**src/rtl/fpmul_result_buffer_if.sv**
```systemverilog
// Handshake bundle between a floating-point multiplier (producer), the result
// buffer and the downstream consumer.
interface fpmul_result_buffer_if;
    // Producer side
    logic        in_valid;
    logic        in_ready;
    logic [31:0] in_data;

    // Consumer side
    logic        out_valid;
    logic        out_ready;
    logic [31:0] out_data;
    logic [2:0]  out_class;

    // Driver of the buffer (producer and consumer together)
    modport master (
        output in_valid,
        output in_data,
        output out_ready,
        input  in_ready,
        input  out_valid,
        input  out_data,
        input  out_class
    );

    // The buffer itself
    modport slave (
        input  in_valid,
        input  in_data,
        input  out_ready,
        output in_ready,
        output out_valid,
        output out_data,
        output out_class
    );
endinterface

```
**src/rtl/fpmul_result_buffer.sv**
```systemverilog
// Result buffer for a floating-point multiplier: a first-word fall-through FIFO
// that tags each single-precision product with its IEEE-754 class at push time
// and keeps saturating statistics on what it accepted.
module fpmul_result_buffer #(
    parameter int unsigned DEPTH = 4,
    parameter int unsigned CNT_W = 16
) (
    input  logic                   clk,
    input  logic                   rst,
    fpmul_result_buffer_if.slave   bus,
    output logic [$clog2(DEPTH):0] count,
    output logic [1:0]             state,
    output logic [CNT_W-1:0]       total_cnt,
    output logic [CNT_W-1:0]       inf_cnt,
    output logic [CNT_W-1:0]       nan_cnt
);

    localparam int unsigned PtrW = $clog2(DEPTH);
    localparam int unsigned OccW = PtrW + 1;

    typedef enum logic [1:0] {
        StEmpty  = 2'd0,
        StActive = 2'd1,
        StFull   = 2'd2
    } state_e;

    typedef enum logic [2:0] {
        ClsZero      = 3'd0,
        ClsSubnormal = 3'd1,
        ClsNormal    = 3'd2,
        ClsInf       = 3'd3,
        ClsQnan      = 3'd4,
        ClsSnan      = 3'd5
    } class_e;

    // ------------------------------------------------------------------
    // State
    // ------------------------------------------------------------------
    state_e            state_q, state_d;
    logic [PtrW-1:0]   wr_ptr_q, wr_ptr_d;
    logic [PtrW-1:0]   rd_ptr_q, rd_ptr_d;
    logic [OccW-1:0]   count_q, count_d;
    logic [CNT_W-1:0]  total_cnt_q, total_cnt_d;
    logic [CNT_W-1:0]  inf_cnt_q, inf_cnt_d;
    logic [CNT_W-1:0]  nan_cnt_q, nan_cnt_d;

    // Entry storage carries no reset; stale words are never visible because
    // the read side is gated by the FSM state.
    logic [31:0]       data_mem [DEPTH];
    logic [2:0]        cls_mem  [DEPTH];

    logic              in_ready;
    logic              out_valid;
    logic              push;
    logic              pop;
    logic [7:0]        in_exp;
    logic [22:0]       in_frac;
    logic [2:0]        in_cls;

    // Handshake qualifiers; in_ready depends on registered state only.
    assign push = bus.in_valid && in_ready;
    assign pop  = out_valid && bus.out_ready;

    // Classify the incoming product; the sign bit plays no part.
    always_comb begin
        in_exp  = bus.in_data[30:23];
        in_frac = bus.in_data[22:0];
        in_cls  = ClsNormal;
        if (in_exp == 8'h00) begin
            in_cls = (in_frac == 23'd0) ? ClsZero : ClsSubnormal;
        end else if (in_exp == 8'hFF) begin
            if (in_frac == 23'd0) begin
                in_cls = ClsInf;
            end else if (in_frac[22]) begin
                in_cls = ClsQnan;
            end else begin
                in_cls = ClsSnan;
            end
        end
    end

    // ------------------------------------------------------------------
    // FSM
    // ------------------------------------------------------------------

    // State register.
    always_ff @(posedge clk or negedge rst) begin
        if (!rst) begin
            state_q <= StEmpty;
        end else begin
            state_q <= state_d;
        end
    end

    // Next-state: occupancy-driven transitions; push+pop together holds.
    always_comb begin
        state_d = state_q;
        unique case (state_q)
            StEmpty: begin
                if (push) begin
                    state_d = StActive;
                end
            end
            StActive: begin
                if (push && !pop && (count_q == OccW'(DEPTH - 1))) begin
                    state_d = StFull;
                end else if (pop && !push && (count_q == OccW'(1))) begin
                    state_d = StEmpty;
                end
            end
            StFull: begin
                if (pop) begin
                    state_d = StActive;
                end
            end
            default: state_d = StEmpty;
        endcase
    end

    // FSM outputs: handshake flags and the exported state code.
    always_comb begin
        in_ready  = (state_q != StFull);
        out_valid = (state_q != StEmpty);
        state     = state_q;
    end

    // ------------------------------------------------------------------
    // Datapath
    // ------------------------------------------------------------------

    // Pointer and occupancy next-state; pointers wrap DEPTH-1 -> 0.
    always_comb begin
        wr_ptr_d = wr_ptr_q;
        rd_ptr_d = rd_ptr_q;
        count_d  = count_q;
        if (push) begin
            wr_ptr_d = (wr_ptr_q == PtrW'(DEPTH - 1)) ? '0 : wr_ptr_q + PtrW'(1);
        end
        if (pop) begin
            rd_ptr_d = (rd_ptr_q == PtrW'(DEPTH - 1)) ? '0 : rd_ptr_q + PtrW'(1);
        end
        unique case ({push, pop})
            2'b10:   count_d = count_q + OccW'(1);
            2'b01:   count_d = count_q - OccW'(1);
            default: count_d = count_q;
        endcase
    end

    // Statistics next-state; every counter sticks at all-ones.
    always_comb begin
        total_cnt_d = total_cnt_q;
        inf_cnt_d   = inf_cnt_q;
        nan_cnt_d   = nan_cnt_q;
        if (push) begin
            if (total_cnt_q != {CNT_W{1'b1}}) begin
                total_cnt_d = total_cnt_q + CNT_W'(1);
            end
            if ((in_cls == ClsInf) && (inf_cnt_q != {CNT_W{1'b1}})) begin
                inf_cnt_d = inf_cnt_q + CNT_W'(1);
            end
            if (((in_cls == ClsQnan) || (in_cls == ClsSnan)) &&
                (nan_cnt_q != {CNT_W{1'b1}})) begin
                nan_cnt_d = nan_cnt_q + CNT_W'(1);
            end
        end
    end

    // Control and statistics registers, cleared asynchronously.
    always_ff @(posedge clk or negedge rst) begin
        if (!rst) begin
            wr_ptr_q    <= '0;
            rd_ptr_q    <= '0;
            count_q     <= '0;
            total_cnt_q <= '0;
            inf_cnt_q   <= '0;
            nan_cnt_q   <= '0;
        end else begin
            wr_ptr_q    <= wr_ptr_d;
            rd_ptr_q    <= rd_ptr_d;
            count_q     <= count_d;
            total_cnt_q <= total_cnt_d;
            inf_cnt_q   <= inf_cnt_d;
            nan_cnt_q   <= nan_cnt_d;
        end
    end

    // Entry write: product and its class are stored together.
    always_ff @(posedge clk) begin
        if (push) begin
            data_mem[wr_ptr_q] <= bus.in_data;
            cls_mem[wr_ptr_q]  <= in_cls;
        end
    end

    // Head presentation; forced to zero while empty so reset shows clean values.
    always_comb begin
        bus.in_ready  = in_ready;
        bus.out_valid = out_valid;
        bus.out_data  = out_valid ? data_mem[rd_ptr_q] : 32'd0;
        bus.out_class = out_valid ? cls_mem[rd_ptr_q] : 3'd0;
        count         = count_q;
        total_cnt     = total_cnt_q;
        inf_cnt       = inf_cnt_q;
        nan_cnt       = nan_cnt_q;
    end

endmodule

```
**src/flat_wrapper.sv**
```systemverilog
// flat-port wrapper written by rule: the top's interface ports become plain ports
module fpmul_result_buffer_flat 
#(
    parameter int unsigned DEPTH = 4,
    parameter int unsigned CNT_W = 16
)
  (clk, rst, count, state, total_cnt, inf_cnt, nan_cnt, bus_in_valid, bus_in_data, bus_out_ready, bus_in_ready, bus_out_valid, bus_out_data, bus_out_class);
  fpmul_result_buffer_if bus_i ();
  input  logic clk;
  input  logic rst;
  output logic [$clog2(DEPTH):0] count;
  output logic [1:0] state;
  output logic [CNT_W-1:0] total_cnt;
  output logic [CNT_W-1:0] inf_cnt;
  output logic [CNT_W-1:0] nan_cnt;
  input wire logic [$bits(bus_i.in_valid)-1:0] bus_in_valid;
  input wire logic [$bits(bus_i.in_data)-1:0] bus_in_data;
  input wire logic [$bits(bus_i.out_ready)-1:0] bus_out_ready;
  output wire logic [$bits(bus_i.in_ready)-1:0] bus_in_ready;
  output wire logic [$bits(bus_i.out_valid)-1:0] bus_out_valid;
  output wire logic [$bits(bus_i.out_data)-1:0] bus_out_data;
  output wire logic [$bits(bus_i.out_class)-1:0] bus_out_class;
  assign bus_i.in_valid = bus_in_valid;
  assign bus_i.in_data = bus_in_data;
  assign bus_i.out_ready = bus_out_ready;
  assign bus_in_ready = bus_i.in_ready;
  assign bus_out_valid = bus_i.out_valid;
  assign bus_out_data = bus_i.out_data;
  assign bus_out_class = bus_i.out_class;
  fpmul_result_buffer #(.DEPTH(DEPTH), .CNT_W(CNT_W)) u_core (.clk(clk), .rst(rst), .bus(bus_i), .count(count), .state(state), .total_cnt(total_cnt), .inf_cnt(inf_cnt), .nan_cnt(nan_cnt));
endmodule
```
**config.mk**
```make
export PLATFORM = sky130hd
export DESIGN_NAME = fpmul_result_buffer_flat
export DESIGN_NICKNAME = d
export VERILOG_FILES = /design/src/rtl/fpmul_result_buffer_if.sv /design/src/rtl/fpmul_result_buffer.sv /design/src/flat_wrapper.sv
export SDC_FILE = /design/constraint.sdc
export NUM_CORES = 1
export LEC_CHECK = 0
export BUFFER_PORTS_ARGS = -buffer_cell sky130_fd_sc_hd__buf_2
export CAP_MARGIN = 10
export CELL_PAD_IN_SITES_DETAIL_PLACEMENT = 1
export CELL_PAD_IN_SITES_GLOBAL_PLACEMENT = 1
export CORE_MARGIN = 2
export CORE_UTILIZATION = 40
export CTS_CLUSTER_SIZE = 20
export DETAILED_ROUTE_END_ITERATION = 12
export GPL_ROUTABILITY_DRIVEN = 0
export PLACE_DENSITY = 0.66
export SKIP_LAST_GASP = 1
export SYNTH_ARGS = -nofsm -noshare
export SYNTH_HDL_FRONTEND = slang
export SYNTH_SLANG_ARGS = --single-unit
```
**constraint.sdc**
```tcl
create_clock -name clk -period 2.65 [get_ports clk]
set_clock_uncertainty 0.15 [all_clocks]
set_input_delay 0.53 -clock clk [delete_from_list [all_inputs] [get_ports clk]]
set_output_delay 0.53 -clock clk [all_outputs]
set_load 0.03 [all_outputs]
```
; ---- Word level (Yosys, flattened, before mapping)
; Memory sizes are Yosys's and may differ from the RTL's.
; Cells that the tools add are included.
; Widths: inputs -> output; s select.
[word_totals]
wordCells = 72
out_inout_bits = 90
reg_bits = 57
ram_bits = 140
latchBits = 0
rom_bits = 0
memories = 2
inputBits = 36
[op_classes]
n_mul = 0
shifts = 0
eq_ne = 19
n_reduce_logical = 20
order_cmp = 0
add_sub_neg = 7
muxes = 17
bitwise_logic = 0
n_div = 0
[mem_list]
columns = memory, depth, word_bits, rd, rd_clocked_by_memory_dff, wr, line_no
row1 = u_core.data_mem, 4, 32, 1, 0, 1, fpmul_result_buffer.sv:49  ; logic [31:0] data_mem [DEPTH];
row2 = u_core.cls_mem, 4, 3, 1, 0, 1, fpmul_result_buffer.sv:50  ; logic [2:0] cls_mem [DEPTH];
[ops]
columns = cell, n
row1 = $add 16x1->16 const B, 3
row2 = $ne 16x16->1 const B, 3
row3 = $mux 32, 1
row4 = $logic_not 23->1, 1
row5 = $mux 2, 6
row6 = $mux 3, 4
row7 = $eq 2x2->1 const B, 4
row8 = $eq 8x8->1 const B, 1
row9 = $logic_and 1x1->1, 8
row10 = $logic_not 8->1, 1
row11 = $eq 3x2->1 const B, 2
row12 = $eq 3x3->1 const B, 2
row13 = $pmux 2 s3, 1
row14 = $pmux 3 s2, 1
row15 = $reduce_and 2->1, 3
row16 = $add 2x1->2 const B, 2
row17 = $eq 2x1->1 const B, 2
row18 = $mux 1, 4
row19 = $ne 2x1->1 const B, 2
row20 = $reduce_bool 2->1, 2
row21 = $add 3x1->3 const B, 1
row22 = $eq 3x1->1 const B, 1
row23 = $ne 3x1->1 const B, 1
row24 = $reduce_and 3->1, 1
row25 = 5 further kinds, 6

; ---- Depth between registers and ports, before layout
[logic_depth]
word_depth = 8
mapped_depth = 8
ltp_nobuf = 7

; ---- Least setup slack after synthesis
; Ideal clock, no wire load.
[synth_path]
kind = register to output
start = register u_core.state_q[1] (netlist: u_core.state[1])
end = output port bus_out_data[22]
path_slack_ns = 0.234
required_time_ns = 1.970
arrival_time_ns = 1.736
stages_incl_launch_ff = 5
n_path_buf = 2
cell_sequence = dfrtp_1 > or2_2 > clkbuf_1 > clkbuf_1 > and2_1
[synth_between]
elab_chain_len = 2
[synth_rtl]
columns = item, line_no
row1 = start: declaration, fpmul_result_buffer.sv:39  ; state_e state_q, state_d;
row2 = start signal: assignment, fpmul_result_buffer.sv:89  ; state_q <= StEmpty;
row3 = start signal: assignment, fpmul_result_buffer.sv:91  ; state_q <= state_d;
row4 = $reduce_bool 2->1, fpmul_result_buffer.sv:123  ; out_valid = (state_q != StEmpty);
row5 = named net bus_out_valid, flat_wrapper.sv:20  ; output wire logic [$bits(bus_i.out_valid)-1:0] bus_out_valid;
row6 = $mux 32, fpmul_result_buffer.sv:199  ; bus.out_data = out_valid ? data_mem[rd_ptr_q] : 32'd0;
row7 = end: declaration, flat_wrapper.sv:21  ; output wire logic [$bits(bus_i.out_data)-1:0] bus_out_data;
; The timed path passes the listed nets, and every way through them passes these cells.

; ---- Worst setup path after layout
[layout_path]
start = register u_core.rd_ptr_q[0]
end = output port bus_out_data[0]
[layout_between]
elab_chain_len = 2
[layout_rtl]
columns = item, line_no
row1 = start: declaration, fpmul_result_buffer.sv:41  ; logic [PtrW-1:0] rd_ptr_q, rd_ptr_d;
row2 = start signal: assignment, fpmul_result_buffer.sv:179  ; rd_ptr_q <= rd_ptr_d;
row3 = $mem_v2 4x32, n/a
row4 = $mux 32, fpmul_result_buffer.sv:199
; Every way passes these cells.

==> flow_summary.json <==
{
  "status": "finished clean",
  "final_nets": 706,
  "clk_path_buf_depth": 2,
  "arrival_ns": 1.93,
  "worst_r2r_path_depth": 7,
  "ys_types": 46,
  "regArea_um2": 5630,
  "via_per_inst": 5.18,
  "crit_fanout": 14,
  "crit_family": "multiplexers",
  "max-cap-violations": 0,
  "cts_made_buffers": 17,
  "grt_pass1_vias": 5355,
  "finalInstanceArea_um2": 10000,
  "numPortBuffers": 125,
  "fp.coreArea_um2": 20300,
  "clk_pin_slew_worst_paths_ns": 0.07,
  "die_y_um": 148,
  "end_kind": "output pin",
  "whs_ns": 0.180,
  "ios": 126,
  "postRouteAntennaNets": 0,
  "postSynthCellCount": 511,
  "start_util_pct": 40.9,
  "layout_min_cycle_time_ns": 2.61,
  "max_freq_mhz": 383,
  "synth_edf_count": 140,
  "route.detailed.drc": 0,
  "hp-start": "bus_in_data[31]",
  "critical_path.max_stage_delay_ns": 0.51,
  "ys_ff_latch": 197,
  "cp_slowest_cell": "mux4_2",
  "routed_wl_um": 18100,
  "grt.overflow.total": 0,
  "cts_root_buf": "clkbuf_16",
  "r2r_setup_slack_ns": 0.46,
  "worstHoldEndpoint": "u_core.data_mem[3][31]$_DFFE_PP_",
  "critPathBufInv": 2,
  "drtIter0Drc": 230,
  "placed_area_um2": 9400,
  "synthArstFlopShare_pct": 28.9,
  "r2r_end": "u_core.nan_cnt[1]$_DFFE_PN0P_",
  "layout_commonest_cell": "edfxtp_1",
  "cts_tree": "yes",
  "seq_area_frac_synth_pct": 67.9,
  "antenna_cells": 0,
  "cts.sinks": 197,
  "grt_max_degree": 37,
  "antenna_found_initial": 0,
  "power_density_nw_per_um2": 1020,
  "rows": 52,
  "num_vias": 4865,
  "postLayoutCoreUtil_pct": 49.2,
  "grt.total_usage_pct": 17.4,
  "dp_hpwl_um": 12100,
  "cp.required_ns": 1.97,
  "clk-insertion-delay-late_ns": 0.43,
  "hold_class": "input port to register",
  "power_mw": 10.2,
  "timing.rr.start": "u_core.state[0]$_DFFE_PN0P_",
  "synth_flop_cell": "edfxtp_1",
  "drive_gt1_share_pct": 33.9,
  "first_pass_iters": 4,
  "die_area_um2": 21900,
  "crit_chain": "buf_12 -> mux4_2 -> and2_1 -> buf_2",
  "start_kind": "register",
  "synthesis.area_um2": 8300,
  "grt_setup_unrepaired": "true",
  "layout_common_cells": "edfxtp_1, buf_2, dfrtp_1, and2_1, mux4_2",
  "setup_violations": 0,
  "die_w_um": 148,
  "synth_nets": 561,
  "final-hold-violation-count": 0,
  "fin_crit_sh_pct": 98.5,
  "avgSynthCellArea_um2": 16.2,
  "areaGrowthSynthToFinish_pct": 20.5,
  "ir_worst_vdd_mv": 0.585,
  "tightest_slew_ns": 0.640,
  "wl_per_cell_um": 19.3,
  "fill_cells": 2052,
  "htree_levels": 4,
  "maxSlewViolCount": 0,
  "multi_input_area_um2": 2540,
  "grt_pass1_wl_um": 29300,
  "synth.yosys.warnings": 0,
  "holdPathStages": 1,
  "path_class": "register to output pin",
  "slew-limit-headroom_pct": 57.0,
  "p_leak_nw": 3.93
}
## routing by layer
metal	vias up	global-route usage, %	part of all wire (%)
met3	20	3.27	4.3
met1	2488	22.5	44
met5	-	0	0
met2	113	29.7	50
met4	0	5.95	1.5
li1	2244	-	-
## how the worst max path moves through the flow
stage	start	endpoint	slack, ns	cells past startpoint
floorplan	u_core.state[1]$_DFFE_PN0P_	bus_out_data[22]	0.23	4
global placement	bus_in_data[4]	u_core.inf_cnt[1]$_DFFE_PN0P_	0.04	7
detailed placement	bus_in_data[4]	u_core.inf_cnt[1]$_DFFE_PN0P_	0.09	7
CTS	u_core.rd_ptr_q[0]$_DFFE_PN0P_	bus_out_data[31]	-0.04	5
global route	u_core.rd_ptr_q[0]$_DFFE_PN0P_	bus_out_data[24]	-0.03	4
finish	u_core.rd_ptr_q[0]$_DFFE_PN0P_	bus_out_data[0]	0.04	4
## sequential cells by signal, summed over array words and instances (netlist names)
signal,count
u_core.inf_cnt,16
u_core.rd_ptr_q,2
u_core.wr_ptr_q,2
u_core.state,2
u_core.nan_cnt,16
u_core.count,3
u_core.cls_mem,12
u_core.total_cnt,16
u_core.data_mem,128
## synthesized netlist by cell type (8+ instances only)
cell	instances	area [um2]
edfxtp_1	140	4200
dfrtp_1	57	1430
and2_1	38	238
mux4_2	35	788
xnor2_1	29	254
nand2_1	24	90.1
nand4_1	17	106
xor2_1	17	149
nand3_1	16	80.1
ha_1	14	175
nor2_1	13	48.8
and3_1	12	75.1
nor3_1	12	60.1
inv_1	11	41.3
nor4_1	10	62.6
clkbuf_1	8	30.0
## metrics by stage
stage,setup WS [ns],TNS (ns),cells
after floorplan,0.234,0,511
after global placement,0.0360,0,905
after detailed placement,0.0860,0,905
after CTS,-0.0443,-0.535,940
after global routing,-0.0294,-0.155,939
final,0.0391,0,939
## layout make-up
class / count / share of cell area, %
Timing Repair Buffer: 143 / 8.80
Tap cell: 270 / 3.38
Clock inverter: 15 / 1.41
Inverter: 12 / 0.451
Clock buffer: 17 / 4.26
Sequential cell: 197 / 56.3
Multi-Input combinational cell: 285 / 25.4
## kinds of logic after synthesis
family / count (synthesis) / synth area share [%]
AOI/OAI and AO/OA: 18 / 1.55
xor gates and xnor gates: 46 / 4.86
adders and majority gates: 14 / 2.11
buffers and inverters: 29 / 1.61
DFF: 197 / 67.9
muxes: 40 / 10.2
and+or+nand+nor: 167 / 11.8
## repair_timing
| item | in CTS | in global routing |
|---|---|---|
| endpoints found under the setup margin | 25 | 26 |
| hold endpoints to repair | 25 | 0 |
| setup buffers | 1 | 0 |
| hold buffers | 1 | 0 |
| pin swaps | 0 | 0 |
| cloned | 1 | 0 |
| resized for setup | 1 | 1 |
## power breakdown
group / total, mW / internal, mW / leakage [nW] / switching, mW
Sequential: 4.09 / 3.86 / 2.03 / 0.229
Clock: 2.46 / 1.25 / 0.271 / 1.21
Combinational: 3.65 / 1.43 / 1.63 / 2.22
Total: 10.2 / 6.54 / 3.93 / 3.66
## worst reg2reg max path: stages (launching register included)
cell and delay, ns:
dfrtp_1 0.43, nand2b_1 0.39, nand2_2 0.16, inv_2 0.14, nand2b_1 0.08, buf_4 0.19
nor2_1 0.19, mux2_1 0.34
Note: power is estimated with default switching activity, not from simulation.
